==> src/rtl/collect_2x1_rr_fifo_seq_if.sv <==
// Handshake bundle for the 2:1 round-robin FIFO collector.
// Ports: i_valid/i_data_bus/i_en in, o_in_ready/o_valid/o_data_bus/o_src/o_overflow out, i_out_ready in.
interface collect_2x1_rr_fifo_seq_if #(
    parameter int DATA_WIDTH = 32
);
    logic [1:0]              i_valid;
    logic [2*DATA_WIDTH-1:0] i_data_bus;
    logic                    i_en;
    logic [1:0]              o_in_ready;
    logic                    o_valid;
    logic [DATA_WIDTH-1:0]   o_data_bus;
    logic                    o_src;
    logic                    i_out_ready;
    logic [1:0]              o_overflow;

    modport master (
        output i_valid,
        output i_data_bus,
        output i_en,
        output i_out_ready,
        input  o_in_ready,
        input  o_valid,
        input  o_data_bus,
        input  o_src,
        input  o_overflow
    );

    modport slave (
        input  i_valid,
        input  i_data_bus,
        input  i_en,
        input  i_out_ready,
        output o_in_ready,
        output o_valid,
        output o_data_bus,
        output o_src,
        output o_overflow
    );
endinterface

==> src/rtl/collect_2x1_rr_fifo_seq.sv <==
// Two input FIFOs merged round-robin into one registered output stage.
// Ports: clk, rst_n (async low), bus (slave modport: inputs, ready, output word, overflow).
module collect_2x1_rr_fifo_seq #(
    parameter int DATA_WIDTH = 32,
    parameter int FIFO_DEPTH = 4
) (
    input  logic                        clk,
    input  logic                        rst_n,
    collect_2x1_rr_fifo_seq_if.slave    bus
);
    localparam int AW = (FIFO_DEPTH > 2) ? $clog2(FIFO_DEPTH) : 1;
    localparam int CW = FIFO_DEPTH + 1;
    localparam logic [CW-1:0] FULL_CNT = CW'(FIFO_DEPTH);

    typedef logic [DATA_WIDTH-1:0] word_t;
    typedef logic [AW-1:0]         ptr_t;
    typedef logic [CW-1:0]         cnt_t;

    // index 1 = high input, index 0 = low input
    word_t mem [2][FIFO_DEPTH];
    ptr_t  wr_ptr [2];
    ptr_t  rd_ptr [2];
    cnt_t  cnt [2];

    word_t      din [2];
    logic [1:0] full;
    logic [1:0] ne;
    logic [1:0] wr;
    logic [1:0] drop;
    logic [1:0] pop;
    logic       load;
    logic       gnt;
    word_t      head;

    logic       rr_ptr;
    logic       out_valid;
    word_t      out_data;
    logic       out_src;
    logic [1:0] ovf;

    // Per-FIFO status and write qualification.
    // Full is judged on pre-edge occupancy, so a
    // same-edge pop never frees room for a write.
    always_comb begin
        full = '0;
        ne   = '0;
        wr   = '0;
        drop = '0;
        for (int k = 0; k < 2; k++) begin
            din[k]  = bus.i_data_bus[k*DATA_WIDTH +: DATA_WIDTH];
            full[k] = (cnt[k] == FULL_CNT);
            ne[k]   = (cnt[k] != '0);
            wr[k]   = bus.i_en & bus.i_valid[k] & ~full[k];
            drop[k] = bus.i_en & bus.i_valid[k] & full[k];
        end
    end

    assign load = ~out_valid | bus.i_out_ready;

    // Round-robin grant from pre-edge occupancy.
    always_comb begin
        gnt = rr_ptr;
        pop = 2'b00;
        if (load) begin
            unique case (ne)
                2'b11:   gnt = rr_ptr;
                2'b10:   gnt = 1'b1;
                2'b01:   gnt = 1'b0;
                default: gnt = rr_ptr;
            endcase
            pop[1] = gnt & ne[1];
            pop[0] = ~gnt & ne[0];
        end
    end

    assign head = mem[gnt][rd_ptr[gnt]];

    // Storage needs no reset; occupancy
    // and pointers define what is valid.
    always_ff @(posedge clk) begin
        for (int k = 0; k < 2; k++) begin
            if (wr[k]) begin
                mem[k][wr_ptr[k]] <= din[k];
            end
        end
    end

    always_ff @(posedge clk or negedge rst_n) begin
        if (!rst_n) begin
            for (int k = 0; k < 2; k++) begin
                wr_ptr[k] <= '0;
                rd_ptr[k] <= '0;
                cnt[k]    <= '0;
            end
            rr_ptr    <= 1'b1;
            out_valid <= 1'b0;
            out_data  <= '0;
            out_src   <= 1'b0;
            ovf       <= 2'b00;
        end else begin
            for (int k = 0; k < 2; k++) begin
                if (wr[k]) begin
                    wr_ptr[k] <= wr_ptr[k] + 1'b1;
                end
                if (pop[k]) begin
                    rd_ptr[k] <= rd_ptr[k] + 1'b1;
                end
                cnt[k] <= cnt[k] + CW'(wr[k])
                                 - CW'(pop[k]);
                if (drop[k]) begin
                    ovf[k] <= 1'b1;
                end
            end
            if (load) begin
                out_valid <= |pop;
                out_data  <= (|pop) ? head : '0;
                out_src   <= pop[1];
            end
            // Pointer moves to the loser only
            // when something was granted.
            if (|pop) begin
                rr_ptr <= ~gnt;
            end
        end
    end

    assign bus.o_in_ready = ~full;
    assign bus.o_valid    = out_valid;
    assign bus.o_data_bus = out_data;
    assign bus.o_src      = out_src;
    assign bus.o_overflow = ovf;

endmodule

==> src/flat_wrapper.sv <==
// flat-port wrapper written by rule: the top's interface ports become plain ports
module collect_2x1_rr_fifo_seq_flat 
#(
    parameter int DATA_WIDTH = 32,
    parameter int FIFO_DEPTH = 4
)
  (clk, rst_n, bus_i_valid, bus_i_data_bus, bus_i_en, bus_i_out_ready, bus_o_in_ready, bus_o_valid, bus_o_data_bus, bus_o_src, bus_o_overflow);
  collect_2x1_rr_fifo_seq_if #(.DATA_WIDTH(DATA_WIDTH)) bus_i ();
  input  logic clk;
  input  logic rst_n;
  input wire logic [$bits(bus_i.i_valid)-1:0] bus_i_valid;
  input wire logic [$bits(bus_i.i_data_bus)-1:0] bus_i_data_bus;
  input wire logic [$bits(bus_i.i_en)-1:0] bus_i_en;
  input wire logic [$bits(bus_i.i_out_ready)-1:0] bus_i_out_ready;
  output wire logic [$bits(bus_i.o_in_ready)-1:0] bus_o_in_ready;
  output wire logic [$bits(bus_i.o_valid)-1:0] bus_o_valid;
  output wire logic [$bits(bus_i.o_data_bus)-1:0] bus_o_data_bus;
  output wire logic [$bits(bus_i.o_src)-1:0] bus_o_src;
  output wire logic [$bits(bus_i.o_overflow)-1:0] bus_o_overflow;
  assign bus_i.i_valid = bus_i_valid;
  assign bus_i.i_data_bus = bus_i_data_bus;
  assign bus_i.i_en = bus_i_en;
  assign bus_i.i_out_ready = bus_i_out_ready;
  assign bus_o_in_ready = bus_i.o_in_ready;
  assign bus_o_valid = bus_i.o_valid;
  assign bus_o_data_bus = bus_i.o_data_bus;
  assign bus_o_src = bus_i.o_src;
  assign bus_o_overflow = bus_i.o_overflow;
  collect_2x1_rr_fifo_seq #(.DATA_WIDTH(DATA_WIDTH), .FIFO_DEPTH(FIFO_DEPTH)) u_core (.clk(clk), .rst_n(rst_n), .bus(bus_i));
endmodule
==> config.mk <==
export PLATFORM = sky130hd
export DESIGN_NAME = collect_2x1_rr_fifo_seq_flat
export DESIGN_NICKNAME = d
export VERILOG_FILES = /design/src/rtl/collect_2x1_rr_fifo_seq_if.sv /design/src/rtl/collect_2x1_rr_fifo_seq.sv /design/src/flat_wrapper.sv
export SDC_FILE = /design/constraint.sdc
export NUM_CORES = 1
export LEC_CHECK = 0
export CAP_MARGIN = 10
export CORE_ASPECT_RATIO = 1.75
export CORE_MARGIN = 2
export CORE_UTILIZATION = 50
export DETAILED_ROUTE_END_ITERATION = 10
export PLACE_DENSITY = 0.68
export SYNTH_ARGS = -nofsm -noshare
export SYNTH_HDL_FRONTEND = slang
export SYNTH_SLANG_ARGS = --single-unit
==> constraint.sdc <==
create_clock -name clk -period 4.4 [get_ports clk]
set_input_delay 0.66 -clock clk [delete_from_list [all_inputs] [get_ports clk]]
set_output_delay 0.66 -clock clk [all_outputs]
set_load 0.005 [all_outputs]
# After elaboration in Yosys (flattened, before gate mapping)
# Memories as Yosys holds them, arrays and structs flattened.
# Index checks and enable logic that the tools add are counted.
[word_totals]
out_inout_bits = 38
inputBits = 70
ramBits = 256
mem_count = 1
latchBits = 0
romBits = 0
wordCells = 74
ff_bits = 55
[classes]
bitwise_logic = 19
n_div = 0
reduce_logical = 5
add_sub_neg = 8
n_lt_le_gt_ge = 6
n_eq_ne = 4
n_mux = 19
shifts = 0
n_mul = 0
[mem_list]
columns = ["name", "depth", "word_bits", "read_ports", "rd_ports_with_merged_regs", "wr", "line_no", "rtl"]
rows = [
  ["u_core.mem", 2, 128, 1, 0, 2, "collect_2x1_rr_fifo_seq.sv:20", "word_t mem [2][FIFO_DEPTH];"],
]
[ops]
columns = ["operator", "n"]
rows = [
  ["$mux W128", 2],
  ["$mux W32", 5],
  ["$demux W32 S2", 2],
  ["$bmux W32 S2", 1],
  ["$add A5 B1 Y5", 2],
  ["$eq A5 B3 Y1 const B", 2],
  ["$reduce_bool A5 Y1", 2],
  ["$sub A5 B1 Y5", 2],
  ["$ge A3 B3 Y1 const B", 3],
  ["$not A2 Y3", 3],
  ["$add A2 B1 Y2 const B", 4],
  ["$and A1 B1 Y1", 8],
  ["$mux W2", 4],
  ["$lt A3 B1 Y1 const B", 2],
  ["$not A1 Y1", 5],
  ["$mux W1", 4],
  ["$eq A2 B1 Y1 const B", 1],
  ["$eq A2 B2 Y1 const B", 1],
  ["$ge A2 B2 Y1 const B", 1],
  ["$logic_and A1 B1 Y1", 2],
  ["$not A1 Y2", 1],
  ["$not A2 Y2", 1],
  ["$pmux W1 S2", 1],
  ["$reduce_or A2 Y1", 1],
  ["$or A1 B1 Y1", 1],
]

# Longest topological paths before layout
# Gate-level depths: netlist of the first run.
[logic_depth]
word_depth = 14
ltp_mapped = 18
depth_no_buf = 18

# Worst setup path after synthesis of the first run
# No wires, ideal clock.
[synth_path]
path_kind = "register -> register"
from = "register u_core.cnt[3] (netlist name)"
to = "register u_core.cnt[4] (netlist name)"
required_ns = 4.275
period_less_slack_ns = 3.228
setup_time_ns = 0.125
slack_ns = 1.172
t_arrival_ns = 3.103
path_stages_with_launch = 18
n_path_buf = 0
cell_sequence = "dfrtp_1 > inv_1 > ha_1 > nor4b_2 > inv_1 > ha_1 > mux2i_1 > nor3_1 > ha_1 > inv_1 > ha_1 > inv_1 > fa_1 > inv_1 > a21oi_1 > nor2_1 > nor2_1 > xnor2_1"
[synth_between]
elab_chain_cells = 7
elab_cells_between_ends = 12
classes_between = "add/sub (2); eq/ne (3); mux (3); bitwise (3); reduce/logical (1)"
[synth_rtl]
columns = ["element", "line_no", "rtl"]
rows = [
  ["start, declared", "collect_2x1_rr_fifo_seq.sv:23", "cnt_t cnt [2];"],
  ["start signal, assigned by index", "collect_2x1_rr_fifo_seq.sv:108", "cnt[k] <= cnt[k] + CW'(wr[k])"],
  ["$reduce_bool A5 Y1 *", "collect_2x1_rr_fifo_seq.sv:52", "ne[k] = (cnt[k] != '0);"],
  ["$eq A2 B1 Y1 or $eq A2 B2 Y1 (tied branches)", "collect_2x1_rr_fifo_seq.sv:65", "unique case (ne)"],
  ["$pmux W1 S2", "collect_2x1_rr_fifo_seq.sv:65", ""],
  ["$mux W1", "collect_2x1_rr_fifo_seq.sv:64", "if (load) begin"],
  ["$and A1 B1 Y1 *", "collect_2x1_rr_fifo_seq.sv:71", "pop[1] = gnt & ne[1];"],
  ["$mux W2 *", "collect_2x1_rr_fifo_seq.sv:64", ""],
  ["net u_core.pop[1]", "collect_2x1_rr_fifo_seq.sv:30", "logic [1:0] pop;"],
  ["$sub A5 B1 Y5 *", "collect_2x1_rr_fifo_seq.sv:109", "- CW'(pop[k]);"],
]
# Mark *: on every way through the listed nets, which the timed path passes. The rest lies on a longest branch. The select of a mux whose other input is x is not followed.
# A chain may end at the register's enable or synchronous reset.

# Worst setup path after layout of the first run
[layout_path]
from = "register u_core.cnt[2] (netlist name)"
to = "register u_core.cnt[4] (netlist name)"
# Same word-level chain as after synthesis.

==> results.md, run 1 <==
| Item | This run | Unit |
|:---|:---|:---|
| Run status | finished, final reports clean | - |
| Total global routing overflow | 0 | - |
| DIE WIDTH | 124 | µm |
| Maximum root-to-sink buffer count | 3 | - |
| Max-slew headroom | 25.4 | % |
| Minimum period implied by the final worst setup slack | 3.65 | ns |
| Drt pass-1 iters | 4 | - |
| Antenna-violating nets left | 0 | - |
| Count of filler cells inserted in the layout | 1837 | - |
| Cell area after placement | 0.0138 | mm² |
| Simple-gate portion of the synthesized area | 3.32 | % |
| Achievable frequency | 0.274 | GHz |
| Count of warnings emitted by yosys | 0 | - |
| PostCTS Resize Cnt | 0 | - |
| Iteration-0 DRC Markers | 442 | - |
| Wire length of the first global-routing pass | 40800 | µm |
| Global-route met1 utilization | 24.8 | % |
| Cell area after layout | 0.0147 | mm² |
| Highest ir drop seen on vdd | 337 | µV |
| Layout overhead on the synthesized area | 17.7 | % |
| Vertical die dimension | 213 | µm |
| DR vias | 6755 | - |
| I/O Buffers | 107 | - |
| Part of the power in combinational logic | 30.5 | % |
| Root buffer selected by CTS | clkbuf_16 | - |
| Worst path bufs/invs | 6 | - |
| Worst setup EP type | flip-flop | - |
| Cell area power density | 641 | mW/mm² |
| Number of synthesized register bits | 311 | - |
| Detail-routed net length per standard cell | 23.2 | µm |
| Avg Vias per Cell | 5.81 | - |
| DR DRC count | 0 | - |
| Number of endpoints failing setup at the final stage | 0 | - |
| Post-CTS setup-driven buffer insertion count | 0 | - |
| Post-synthesis sequential area ratio | 72.4 | % |
| Count of pins over their slew limit | 0 | - |
| Placement Rows | 76 | - |
| Number of flops mapped to enable cells by yosys | 256 | - |
| Data arrival at the endpoint of the critical path | 4.06 | ns |
| Area enclosed by the die boundary | 0.0264 | mm² |
| Leading register cell type out of synthesis | edfxtp_1 | - |
| Initial antenna violation count | 1 | - |
| CP most frequent cell | inv_1 | - |
| Net switching fraction of the power | 31.5 | % |
| Placed wire-length estimate | 16100 | µm |
| Clock tree from TritonCTS | built | - |
| Nature of the critical path startpoint | flip-flop | - |
| Sequential group share of total power | 44.8 | % |
| Share of the clock period used by the worst path after layout | 82.9 | % |
| DRT Wirelength | 27000 | µm |
| Area of the mapped netlist | 0.0125 | mm² |
| Met2 layer usage reported by global route | 37.3 | % |
| Post-synthesis xor/xnor area fraction | 0.980 | % |
| Setup tns final | 0 | ns |
| Share of post-route cells with drive strength above 1 | 9.07 | % |
| Slowest-stage cell, CP | fa_1 | - |
| Leakage power figure | 5.41 | nW |
| Vias in the first global route | 7386 | - |
| Sinks on Clock Net | 311 | - |
| Cell class contributing the biggest share of worst-path delay | adder cells | - |
| Switching power summed over all nets | 2.97 | mW |
| Count of H-tree levels built during CTS | 1 | - |
| GRT Max-Usage Layer | met2 | - |
| Non-filler instance count after layout | 1162 | - |
| Unique cell type count in the Yosys netlist | 38 | - |
| Required time of the critical path | 4.81 | ns |
| Async SR Flop Fraction | 17.7 | % |
| Internal power | 6.48 | mW |
| Final setup skew | 0.0146 | ns |
| Number of buffers created by CTS | 26 | - |
| Ordered list of cells on the worst path | inv_1 -> ha_1 -> nor4b_2 -> inv_1 -> ha_1 -> mux2i_1 -> nor3_1 -> buf_4 -> ha_1 -> inv_1 -> ha_1 -> inv_1 -> fa_1 -> inv_1 -> a21oi_1 -> nor2_1 -> nor2_1 -> xnor2_1 | - |
| Max-cap violations | 0 | - |
| Final hold vios | 0 | - |
| Mean area per synthesized cell | 17.2 | µm² |
| Adder-cell share of the synthesized area | 2.42 | % |
| Largest net degree at the start of global routing | 63 | - |
| Clk pwr share | 24.8 | % |
| Longest individual stage delay on the worst path | 0.44 | ns |
| Setup repair after global routing missed its margin | false | - |
| Nets | 922 | - |
| Gate Count Post-Synth | 726 | - |
| Total placed cells including tap cells | 1113 | - |
| Number of hold-repair buffers added at the cts stage | 0 | - |
| Class of the worst hold path | input pin to asynchronous set/reset pin | - |
| Category of the critical setup timing path | flip-flop to flip-flop | - |
| Weighted congestion at the end of routability-driven global placement | 0.805 | - |
| Worst-Margin Slew | 1.12 | ns |
| Placeable Area | 0.0246 | mm² |
| Global router's overall resource usage | 21.0 | % |
| Reg clk slew, reported paths | 0.07 | ns |
| Met3 demand-to-capacity share in global routing | 2.67 | % |
| Mux contribution to synthesized area | 10.6 | % |
| Complex-gate fraction of the synthesized area | 7.50 | % |
| Clock latency of the later-clocked register in the worst-skew pair | 0.54 | ns |
| Combinational family with the most area after synthesis | multiplexers | - |
| Post-synth net total | 819 | - |
| Max FO, Critical Path | 5 | - |
| Ports placed on the boundary | 108 | - |
| Starting density of the core | 50.8 | % |
==> routing by layer <==
metal  routed length [µm]  vias to the layer above
li1                     -                     3051
met1                10100                     3450
met2                14500                      206
met3                 1370                       48
met4                 1020                        0
met5                    0                        -
==> synth_stat cells (10+ instances only) <==
| library cell | number | share of area (%) |
|---|---|---|
| buf_2 | 14 | 0.56 |
| a211oi_1 | 32 | 1.9 |
| inv_1 | 25 | 0.75 |
| a221o_1 | 32 | 2.6 |
| nor2b_1 | 33 | 1.6 |
| clkbuf_1 | 22 | 0.66 |
| edfxtp_1 | 256 | 61 |
| a221oi_1 | 32 | 2.2 |
| xnor2_1 | 10 | 0.70 |
| ha_1 | 21 | 2.1 |
| dfrtp_1 | 54 | 11 |
| mux2i_1 | 132 | 11 |
==> stage by stage <==
stage | power (mW) | util [%] | setup slack [ns] | hold WS (ns)
2_1_floorplan | 6.15 | - | 1.17 | 0.364
3_3_place_gp | 7.03 | 56.2 | 0.998 | 0.448
3_5_place_dp | 7.19 | 56.2 | 0.788 | 0.466
4_1_cts | 9.52 | 59.8 | 0.766 | 0.278
5_1_grt | 9.92 | 59.8 | 0.460 | 0.323
6_report | 9.45 | 59.8 | 0.754 | 0.266
==> cells by family (layout without fill, tap and decap cells) <==
logic type / count (synthesis) / count (layout)
DFF: 311 / 311
muxes: 132 / 132
AOI/OAI and AO/OA: 111 / 111
buffers and inverters: 68 / 191
and+or+nand+nor: 67 / 67
adders and majority gates: 23 / 23
xor gates and xnor gates: 14 / 14
other: 0 / 1
==> final cells by class <==
| type | count | area, µm² | area share (%) |
|---|---|---|---|
| clock inverter | 15 | 138 | 0.934 |
| clock buffer | 33 | 748 | 5.08 |
| multi-input combinational | 347 | 3140 | 21.3 |
| inverter | 25 | 93.8 | 0.637 |
| sequential | 311 | 9070 | 61.6 |
| antenna | 1 | 2.50 | 0.0170 |
| timing repair buffer | 118 | 1150 | 7.80 |
| tap | 312 | 390 | 2.65 |
==> power groups by stage <==
stage          clock [mW]  sequential (mW)  combinational, mW
6_report             2.34             4.23               2.88
3_5_place_dp            0             4.29               2.90
2_1_floorplan           0             3.99               2.16
3_3_place_gp            0             4.26               2.77
4_1_cts              2.38             4.24               2.91
5_1_grt              2.49             4.29               3.13
==> worst paths after layout <==
kind,start,endpoint,slack (ns),cells after the start
worst min register to register,u_core.bus.o_overflow[0]$_DFFE_PN0P_,u_core.bus.o_overflow[0]$_DFFE_PN0P_,0.48,1
worst max register to register,u_core.cnt[2]$_DFF_PN0_,u_core.cnt[4]$_DFF_PN0_,0.75,18
min in group clk,u_core.bus.o_overflow[0]$_DFFE_PN0P_,u_core.bus.o_overflow[0]$_DFFE_PN0P_,0.48,1
worst min-delay path,rst_n,u_core.cnt[9]$_DFF_PN0_,0.27,1
worst max-delay path,u_core.cnt[2]$_DFF_PN0_,u_core.cnt[4]$_DFF_PN0_,0.75,18
max in group asynchronous,rst_n,u_core.rd_ptr[3]$_DFFE_PN0P_,3.25,2
==> layout by cell type (no fill, tap or decap), types with 2 or more instances in the layout <==
master	instances
a211oi_1	32
a21o_1	3
a21oi_1	4
a221o_1	32
a221oi_1	32
a41o_1	2
and2_2	8
and3_1	2
buf_4	11
bufinv_16	2
clkbuf_16	27
clkbuf_8	5
clkdlybuf4s50_1	106
clkinv_2	8
clkinv_4	3
dfrtp_1	52
dfrtp_4	2
edfxtp_1	256
fa_1	2
ha_1	21
inv_1	25
mux2i_1	132
nand2_1	8
nor2_1	5
nor2b_1	32
nor3_1	3
o21ai_0	2
xnor2_1	10
xor2_1	4
==> sequential cells by signal (all words and copies together) (netlist names) <==
signal                 flops
u_core.bus.o_data_bus     32
u_core.bus.o_overflow      2
u_core.bus.o_src           1
u_core.bus.o_valid         1
u_core.cnt                10
u_core.mem               256
u_core.rd_ptr              4
u_core.rr_ptr              1
u_core.wr_ptr              4
==> worst reg2reg max path, delay by kind of cell, from the launching register on <==
family,cells,cell delay [ns]
adders and majority gates,5,1.46
DFF,1,0.39
buffers and inverters,6,0.60
xor gates and xnor gates,1,0.14
AOI/OAI and AO/OA,1,0.06
and+or+nand+nor,4,0.53
muxes,1,0.36
Note: power is estimated with default switching activity, not from simulation.
==> run 2: changes to the inputs <==
Settings changed: PLACE_DENSITY 0.68 to 0.7.
Clock period 4.4 ns to 2.93 ns, I/O delays scaled along.
==> run 2 against run 1 <==
Net effect:
- the run now ends with negative setup slack left
- via count up 3.8%
- non-clock buffer count rose by 48
- hold slack lost 0.26 ns
- die area is the same
==> results.md, run 2 (synthesized netlist as in run 1, its figures left out) <==
| Item | This run | Unit | Change |
|:---|:---|:---|:---|
| Run status | complete, but fails checks | - |  |
| Failing checks | negative setup slack | - |  |
| Placement Rows | 76 | - | unchanged |
| Setup repair after global routing missed its margin | true | - |  |
| Final setup skew | 0.0108 | ns | -0.00375 ns |
| Clock tree from TritonCTS | built | - |  |
| Data arrival at the endpoint of the critical path | 3.52 | ns | -0.54 ns |
| Largest net degree at the start of global routing | 64 | - | +1.6% |
| Placeable Area | 0.0246 | mm² | unchanged |
| Slowest-stage cell, CP | dfrtp_1 | - |  |
| Required time of the critical path | 3.38 | ns | -1.43 ns |
| Highest ir drop seen on vdd | 483 | µV | +43% |
| Root buffer selected by CTS | clkbuf_16 | - |  |
| Number of endpoints failing setup at the final stage | 21 | - | +21 |
| Final hold vios | 0 | - | unchanged |
| Category of the critical setup timing path | flip-flop to flip-flop | - |  |
| Internal power | 10.4 | mW | +60% |
| DIE WIDTH | 124 | µm | unchanged |
| Number of buffers created by CTS | 27 | - | +3.8% |
| Cell area after layout | 0.0155 | mm² | +5.3% |
| Nature of the critical path startpoint | flip-flop | - |  |
| Vertical die dimension | 213 | µm | unchanged |
| Sinks on Clock Net | 311 | - | unchanged |
| Worst setup EP type | flip-flop | - |  |
| Initial antenna violation count | 0 | - | -1 |
| Worst-Margin Slew | 0.842 | ns | -0.278 ns |
| Starting density of the core | 50.8 | % | unchanged |
| Minimum period implied by the final worst setup slack | 3.08 | ns | -0.571 ns |
| Worst Setup Slack, final | -0.145 | ns | -0.899 ns |
| Area of combinational cells with multiple inputs | 0.00341 | mm² | +8.7% |
| Ordered list of cells on the worst path | inv_2 -> ha_4 -> nor4b_4 -> inv_2 -> ha_4 -> mux2i_4 -> nand2_2 -> nor2_4 -> ha_4 -> inv_2 -> ha_4 -> inv_4 -> fa_2 -> inv_2 -> a21oi_2 -> nor2_1 -> nor2_1 -> xnor2_1 | - |  |
| Vias in the first global route | 7671 | - | +3.9% |
| R2R cell count | 18 | - | unchanged |
| Net switching fraction of the power | 32.0 | % | +0.57 points |
| Leading cell type in the layout, fill and taps excluded | edfxtp_1 | - |  |
| Reg clk slew, reported paths | 0.07 | ns | about the same |
| Sequential Area | 0.00907 | mm² | unchanged |
| Wire length of the first global-routing pass | 42200 | µm | +3.4% |
| Ports placed on the boundary | 108 | - | unchanged |
| Clk pwr share | 23.0 | % | -1.8 points |
| Class of the worst hold path | input pin to asynchronous set/reset pin | - |  |
| Antenna-violating nets left | 0 | - | unchanged |
| Count of pins over their slew limit | 0 | - | unchanged |
| Worst hold slack across all endpoints | 0.00876 | ns | -0.257 ns |
| Placed wire-length estimate | 17300 | µm | +7.7% |
| Max-cap violations | 0 | - | unchanged |
| Avg Vias per Cell | 5.79 | - | -0.36% |
| Maximum root-to-sink buffer count | 3 | - | unchanged |
| Layout overhead on the synthesized area | 23.9 | % |  |
| I/O Buffers | 107 | - | unchanged |
| DR vias | 7009 | - | +3.8% |
| Max-slew headroom | 43.9 | % | +19 points |
| DRT Wirelength | 28600 | µm | +6.0% |
| Part of the power in combinational logic | 35.7 | % | +5.2 points |
| Area enclosed by the die boundary | 0.0264 | mm² | unchanged |
| Antenna cells | 0 | - | -1 |
| Global router's overall resource usage | 21.7 | % | +0.72 points |
| Sequential group share of total power | 41.3 | % | -3.5 points |
| Placement Setup Slack | -0.249 | ns | -1.04 ns |
| Drt pass-1 iters | 6 | - | +2 |
| Cell area after placement | 0.0142 | mm² | +2.8% |
| Detail-routed net length per standard cell | 23.6 | µm | +1.8% |
| Cell area power density | 982 | mW/mm² | +53% |
| Achievable frequency | 0.325 | GHz | +19% |
| Clock latency of the later-clocked register in the worst-skew pair | 0.53 | ns | about the same |
| Count of filler cells inserted in the layout | 1725 | - | -6.1% |
| Number of flip-flops in the largest register | 256 | - | unchanged |
| Switching power summed over all nets | 4.88 | mW | +64% |
| Max FO, Critical Path | 2 | - | -3 |
| Count of H-tree levels built during CTS | 1 | - | unchanged |
| Share of post-route cells with drive strength above 1 | 18.9 | % | +9.9 points |
| Longest individual stage delay on the worst path | 0.40 | ns | -0.04 ns |
| Total global routing overflow | 0 | - | unchanged |
| Iteration-0 DRC Markers | 525 | - | +19% |
| Nets | 971 | - | +5.3% |
| Weighted congestion at the end of routability-driven global placement | 0.750 | - | -6.8% |
| DR DRC count | 0 | - | unchanged |
| Share of the clock period used by the worst path after layout | 105 | % | +22 points |
| Leakage power figure | 5.70 | nW | +5.3% |
| Commonest cells after routing, fill and taps aside | edfxtp_1, mux2i_1, clkdlybuf4s50_1 | - |  |
| Setup tns final | -0.918 | ns | -0.918 ns |
==> run 2: critical path, delay by kind of cell, from the launching register on <==
family / cells / cell delay [ns]
AO/OA/AOI/OAI: 1 / 0.04
XOR/XNOR: 1 / 0.20
adder cells (fa/ha/maj): 5 / 1.15
buffers and inverters: 5 / 0.32
flip-flops: 1 / 0.40
multiplexers: 1 / 0.24
AND/OR/NAND/NOR: 5 / 0.64
==> run 2: layout make-up <==
type                       instances  area share, %
multi-input combinational        347           22.0
sequential                       311           58.5
inverter                          25          0.621
timing repair buffer             166           10.8
tap                              312           2.52
clock inverter                    15           1.00
clock buffer                      34           4.59
==> run 2: final timing paths <==
check | startpoint | end | slack (ns)
min in group clk | u_core.bus.o_src$_DFFE_PN0N_ | u_core.bus.o_src$_DFFE_PN0N_ | 0.50
setup reg to reg | u_core.cnt[2]$_DFF_PN0_ | u_core.cnt[9]$_DFF_PN0_ | -0.15
hold reg to reg | u_core.bus.o_src$_DFFE_PN0N_ | u_core.bus.o_src$_DFFE_PN0N_ | 0.50
max in group asynchronous | rst_n | u_core.rr_ptr$_DFFE_PN1P_ | 2.20
setup / recovery | u_core.cnt[2]$_DFF_PN0_ | u_core.cnt[9]$_DFF_PN0_ | -0.15
hold / removal | rst_n | u_core.bus.o_data_bus[8]$_DFFE_PN0N_ | 0.009
==> run 2: what timing repair did <==
| action | in CTS | in global routing |
|---|---|---|
| cloned | 0 | 2 |
| pin swaps | 8 | 11 |
| setup buffers | 10 | 6 |
| hold buffers | 0 | 0 |
| endpoints found under the hold margin | 0 | 0 |
| endpoints found under the setup margin | 6 | 40 |
| resized for setup | 12 | 52 |
==> run 2: metal layers <==
layer  track usage, %  up-vias  share of wire, %
met5                0        -                 0
met4             9.37        0               3.6
met3             3.26       70               5.2
met2             40.1      213                55
met1             24.3     3582                37
li1                 -     3144                 -
==> run 2: power by group through the flow <==
stage                     clock, mW  combinational [mW]  sequential, mW
after global routing           3.72                5.83            6.35
after global placement            0                4.59            6.31
after CTS                      3.55                4.98            6.28
after floorplan                   0                3.28            6.01
after detailed placement          0                4.84            6.36
final                          3.51                5.43            6.29
==> run 2: metrics by stage <==
stage          power (mW)  utilization, %  cells
2_1_floorplan        9.29               -    726
3_3_place_gp         10.9            57.8   1143
3_5_place_dp         11.2            57.8   1143
4_1_cts              14.8            61.7   1202
5_1_grt              15.9            63.0   1210
6_report             15.2            63.0   1210
